$ cat src/rtl/seg7_scan_driver.sv
// Multiplexed seven-segment display driver.
// It scans NUM_DIGITS digits one slot at a time, with CLK_DIV clocks per slot.
// New display data is double-buffered and swapped only at a frame boundary,
// so a single frame never shows a mix of old and new digits.
module seg7_scan_driver #(
  parameter int NUM_DIGITS   = 4,
  parameter int CLK_DIV      = 50000,
  parameter bit COMMON_ANODE = 1'b1
) (
  input  logic                    clk,
  input  logic                    rst_n,
  input  logic [4*NUM_DIGITS-1:0] digits_i,
  input  logic [NUM_DIGITS-1:0]   dp_i,
  input  logic [NUM_DIGITS-1:0]   blank_i,
  input  logic                    load_i,
  input  logic                    lzs_i,
  output logic [6:0]              seg_o,
  output logic                    dp_o,
  output logic [NUM_DIGITS-1:0]   an_o,
  output logic                    frame_o
);

  localparam int PW = (CLK_DIV > 1) ? $clog2(CLK_DIV) : 1;
  localparam int IW = (NUM_DIGITS > 1) ? $clog2(NUM_DIGITS) : 1;
  localparam logic [PW-1:0] PRESC_LAST = PW'(CLK_DIV - 1);
  localparam logic [IW-1:0] INDEX_LAST = IW'(NUM_DIGITS - 1);

  logic [PW-1:0]           prescaler;
  logic [IW-1:0]           index;
  logic                    tick;
  logic                    wrap;

  logic [4*NUM_DIGITS-1:0] active_digits;
  logic [NUM_DIGITS-1:0]   active_dp;
  logic [NUM_DIGITS-1:0]   active_blank;
  logic [4*NUM_DIGITS-1:0] pending_digits;
  logic [NUM_DIGITS-1:0]   pending_dp;
  logic [NUM_DIGITS-1:0]   pending_blank;
  logic                    pending_valid;

  logic [NUM_DIGITS-1:0]   lead_zero;
  logic [3:0]              sel_nibble;
  logic                    dark;
  logic [6:0]              seg_next;
  logic                    dp_next;
  logic [NUM_DIGITS-1:0]   an_next;

  // Active-high hex font, bit0 = segment a.
  function automatic logic [6:0] hex_to_seg(input logic [3:0] nib);
    logic [6:0] s;
    case (nib)
      4'h0:    s = 7'h3F;
      4'h1:    s = 7'h06;
      4'h2:    s = 7'h5B;
      4'h3:    s = 7'h4F;
      4'h4:    s = 7'h66;
      4'h5:    s = 7'h6D;
      4'h6:    s = 7'h7D;
      4'h7:    s = 7'h07;
      4'h8:    s = 7'h7F;
      4'h9:    s = 7'h6F;
      4'hA:    s = 7'h77;
      4'hB:    s = 7'h7C;
      4'hC:    s = 7'h39;
      4'hD:    s = 7'h5E;
      4'hE:    s = 7'h79;
      default: s = 7'h71;
    endcase
    return s;
  endfunction

  assign tick = (prescaler == PRESC_LAST);
  assign wrap = tick && (index == INDEX_LAST);

  // Slot timer and digit index; the index steps once per full slot.
  always_ff @(posedge clk) begin
    if (!rst_n) begin
      prescaler <= '0;
      index     <= '0;
      frame_o   <= 1'b0;
    end else begin
      prescaler <= tick ? '0 : prescaler + 1'b1;
      if (tick) begin
        index <= (index == INDEX_LAST) ? '0 : index + 1'b1;
      end
      frame_o <= wrap;
    end
  end

  // Double buffer: loads park in pending and move to active only at a wrap.
  // A load landing exactly on the wrap skips the pending stage altogether.
  always_ff @(posedge clk) begin
    if (!rst_n) begin
      active_digits  <= '0;
      active_dp      <= '0;
      active_blank   <= '0;
      pending_digits <= '0;
      pending_dp     <= '0;
      pending_blank  <= '0;
      pending_valid  <= 1'b0;
    end else if (load_i && wrap) begin
      active_digits <= digits_i;
      active_dp     <= dp_i;
      active_blank  <= blank_i;
      pending_valid <= 1'b0;
    end else begin
      if (wrap && pending_valid) begin
        active_digits <= pending_digits;
        active_dp     <= pending_dp;
        active_blank  <= pending_blank;
        pending_valid <= 1'b0;
      end
      if (load_i) begin
        pending_digits <= digits_i;
        pending_dp     <= dp_i;
        pending_blank  <= blank_i;
        pending_valid  <= 1'b1;
      end
    end
  end

  // Leading-zero mask: bit k set when nibbles k..top are all zero.
  always_comb begin
    lead_zero = '0;
    lead_zero[NUM_DIGITS-1] = (active_digits[4*NUM_DIGITS-1 -: 4] == 4'h0);
    for (int k = NUM_DIGITS - 2; k >= 0; k--) begin
      lead_zero[k] = lead_zero[k+1] && (active_digits[4*k +: 4] == 4'h0);
    end
  end

  // Active-high view of the selected digit, before polarity and registering.
  always_comb begin
    sel_nibble = active_digits[4*int'(index) +: 4];
    dark       = active_blank[index] || (lzs_i && (index != '0) && lead_zero[index]);
    seg_next   = dark ? 7'h00 : hex_to_seg(sel_nibble);
    dp_next    = !dark && active_dp[index];
    an_next    = '0;
    an_next[index] = 1'b1;
  end

  // Registered pins, inverted for common-anode parts and held dark in reset.
  always_ff @(posedge clk) begin
    if (!rst_n) begin
      seg_o <= {7{COMMON_ANODE}};
      dp_o  <= COMMON_ANODE;
      an_o  <= {NUM_DIGITS{COMMON_ANODE}};
    end else begin
      seg_o <= seg_next ^ {7{COMMON_ANODE}};
      dp_o  <= dp_next ^ COMMON_ANODE;
      an_o  <= an_next ^ {NUM_DIGITS{COMMON_ANODE}};
    end
  end

endmodule

$ cat config.mk
export PLATFORM = sky130hd
export DESIGN_NAME = seg7_scan_driver
export DESIGN_NICKNAME = d
export VERILOG_FILES = /design/src/rtl/seg7_scan_driver.sv
export SDC_FILE = /design/constraint.sdc
export NUM_CORES = 1
export LEC_CHECK = 0
export CAP_MARGIN = 0
export CORE_MARGIN = 2
export CORE_UTILIZATION = 51
export DETAILED_ROUTE_END_ITERATION = 16
export GPL_ROUTABILITY_DRIVEN = 1
export PLACE_DENSITY = 0.76
export RECOVER_POWER = 50
export SETUP_SLACK_MARGIN = 0.2
export SYNTH_ARGS = -nofsm -noshare
export SYNTH_HDL_FRONTEND = slang
export SYNTH_SLANG_ARGS = --single-unit
$ cat constraint.sdc
create_clock -name clk -period 2.3 [get_ports clk]
set_clock_uncertainty 0.2 [all_clocks]
set_input_delay 0.46 -clock clk [delete_from_list [all_inputs] [get_ports clk]]
set_output_delay 0.46 -clock clk [all_outputs]
set_load 0.05 [all_outputs]
==> flow_summary.toml <==
[timing]
setup_violations = 0
hold_violations = 0
grt_setup_unrepaired = "true"
holdWs_ns = 0.2088
finalWorstSetupSlack_ns = 0.1108
worst_slew_pin_slew_ns = 0.9650
relSlewSlack = 0.3551
timing.fmax_mhz = 456.8
post-route-period-util = 0.9518
slew_violations = 0
fin_crit_ns = 2.189

[power_and_ir_drop]
pwr-share-comb = 0.091
switching_share = 0.2501
clkPwrFrac = 0.385
powerDensity_nw_per_um2 = 560.1
p_int_w = 0.002073
p_total_w = 0.002764
power_switching_w = 0.0006913
seqPwrFrac = 0.524
power_leakage_nw = 1.829
max-vdd-ir-drop_mv = 0.3803

[synthesis]
synth.yosys.seq_area_share = 0.4088
synthesis.area_sq_um = 3918
synth_edf_count = 0
synthesis.nets = 474
synth_area_leaders = "dfxtp_1 (41%), nand2_1 (9.2%), mux2i_1 (6.9%), mux4_2 (4.0%), a21boi_1 (3.8%)"
synth_cell_types = 45
ys_ff_latch = 80
syn_area_per_cell_sq_um = 9.006
async_reset_ff_frac = 0
synth-main-ff-cell = "dfxtp_1"
ys.warnings.count = 0
yosysTopAreaCell = "dfxtp_1"
synth_top_area_share = 0.4088
syn_inst = 435

[floorplanning]
dieWidth_um = 91.65
start_util = 0.5344
io_pins = 41
dieArea_sq_um = 8399
die_h_um = 91.65
rows = 31
design.core.area_sq_um = 7331

[layout]
layout-area-overhead-vs-synth_pct = 25.97
final_cell_mix = "nand2_1 (96), dfxtp_1 (77), mux2i_1 (27), clkdlybuf4s50_1 (26), buf_4 (23)"
fillers = 575
final_area_sq_um = 4935
drive_gt1_frac = 0.1964
fin_nets = 528
antennaDiodeCount = 0
fin_cells = 593
final_common_cell = "nand2_1"

[hold_path]
hp-class = "in2reg"
whs_endpoint = "an_o[3]"
hold_depth = 2
hp-start = "rst_n"

[critical_path]
r2r_cells = 4
end_kind = "flip-flop"
cp.arrival_ns = 2.27
r2r_start = "prescaler[5]"
crit_path_max_fanout = 12
crit-reg2reg-capture = "pending_blank[1]"
start_kind = "flip-flop"
worstSetupPathType = "reg2reg"
r2r_slack_ns = 0.11
cp_data_required_time_ns = 2.38

[clocking]
cts-root-buf = "clkbuf_8"
cts_max_level = 3
cts.path.max_buffers = 2
cts_buffers = 9
insertion_delay_ns = 0.36
cts.clk_slew.worst_paths_ns = 0.09
cts_tree = "yes"
cts_sinks = 80
cts_hold_buf = 0

[placed_design]
port-buffer-count = 40
gp_congestion = 0.8156
hpwl_um = 5436
dpl-instance-area_sq_um = 4420
dpl_worst_slack_ns = -0.3222
place_inst = 561

[routing]
drt-initial-drc-count = 160
drt-total-wl_um = 8600
first_pass_iters = 5
drc = 0
wire_per_inst_um = 14.50
vias = 3272
drt.antenna.violating_nets = 0
via_per_inst = 5.518

[outcome]
status = "completed"

[job]
drv_cap = 0

[global_route]
grt_pass1_vias = 3035
grt_use_total = 0.2099
grt_max_degree = 49
grt_pass1_wl_um = 14170
antenna_found_initial = 0
overflow = 0
==> flip-flops by register name, indices dropped and copies added (netlist names) <==
| signal | cells |
|---|---|
| active_digits | 16 |
| pending_digits | 16 |
| prescaler | 16 |
| seg_o | 7 |
| active_blank | 4 |
| active_dp | 4 |
| an_o | 4 |
| pending_blank | 4 |
| pending_dp | 4 |
| index | 2 |
| dp_o | 1 |
| frame_o | 1 |
| pending_valid | 1 |
==> cells by family after synthesis <==
kind of cell	share of synthesized area
buffers and inverters	0.05302
AO/OA/AOI/OAI	0.1555
adder cells (fa/ha/maj)	0.03513
AND/OR/NAND/NOR	0.2108
XOR/XNOR	0.02459
multiplexers	0.1121
flip-flops	0.4088
==> synth_stat cells, types with 3 or more instances <==
cell type	instances
a211o_1	3
a21boi_0	4
a21boi_1	20
a21oi_1	4
a22o_1	17
and2_1	5
buf_6	3
clkbuf_1	22
dfxtp_1	80
ha_1	11
inv_1	9
mux2i_1	27
mux4_2	7
nand2_1	96
nand2b_1	4
nand3_1	6
nand4_1	8
nor2_1	18
nor2b_1	9
nor4_1	6
o2111ai_1	3
o21ai_0	27
o21ai_1	7
or3_1	3
xnor2_1	4
xor2_1	7
==> final cells by class <==
cell class / instances / area [sq um] / area share
multi-input combinational: 317 / 2306 / 0.4673
inverter: 9 / 36.28 / 0.007353
sequential: 80 / 1605 / 0.3253
clock buffer: 10 / 137.6 / 0.02789
tap: 99 / 123.9 / 0.02510
timing repair buffer: 72 / 658.1 / 0.1334
clock inverter: 6 / 67.56 / 0.01369
==> per-stage QoR <==
stage                     utilization  TNS, ns
after floorplan                     -        0
final                          0.6732        0
after global placement         0.6030   -4.704
after global routing           0.6732        0
after detailed placement       0.6030   -5.573
after CTS                      0.6552        0
==> layer usage <==
layer  GRT usage  routed length, um  vias to the layer above  share of wire
met4     0.09596                182                        0          0.021
met3     0.03862                392                       19          0.046
met1      0.2752               3936                     1533           0.46
li1            -                  -                     1636              -
met5           0                  0                        -              0
met2      0.3364               4088                       84           0.48
==> critical path, cell delays in order, from the launching register on <==
cell,delay [ns]
dfxtp_1,0.32
or4_1,0.55
or4_4,0.53
nand2_4,0.26
mux2i_1,0.24
==> power groups by stage <==
stage / clock network [W] / registers, W / logic (W)
after detailed placement: 0 / 0.00148 / 0.000245
final: 0.00107 / 0.00145 / 0.000251
after global routing: 0.00115 / 0.00145 / 0.000276
after CTS: 0.00108 / 0.00144 / 0.000251
after floorplan: 0 / 0.00149 / 0.000137
after global placement: 0 / 0.00147 / 0.000239
==> worst max path at each step <==
| stage | from | endpoint | slack (ns) | depth (start not counted) |
|---|---|---|---|---|
| finish | prescaler[5] | pending_blank[1] | 0.11 | 4 |
| global route | index[0] | seg_o[3] | 0.05 | 8 |
| CTS | prescaler[5] | pending_blank[1] | 0.08 | 4 |
| detailed placement | load_i | active_blank[0] | -0.32 | 4 |
| global placement | load_i | active_dp[3] | -0.24 | 4 |
| floorplan | prescaler[5] | prescaler[9] | 0.19 | 5 |
==> what timing repair did <==
| action | CTS | global route |
|---|---|---|
| gates resized for setup | 65 | 27 |
| endpoints found under the setup margin | 65 | 71 |
| pin swaps | 9 | 15 |
| hold endpoints to repair | 0 | 0 |
| gates cloned | 1 | 0 |
| buffers inserted | 8 | 7 |
(Power assumes the default switching activity.)
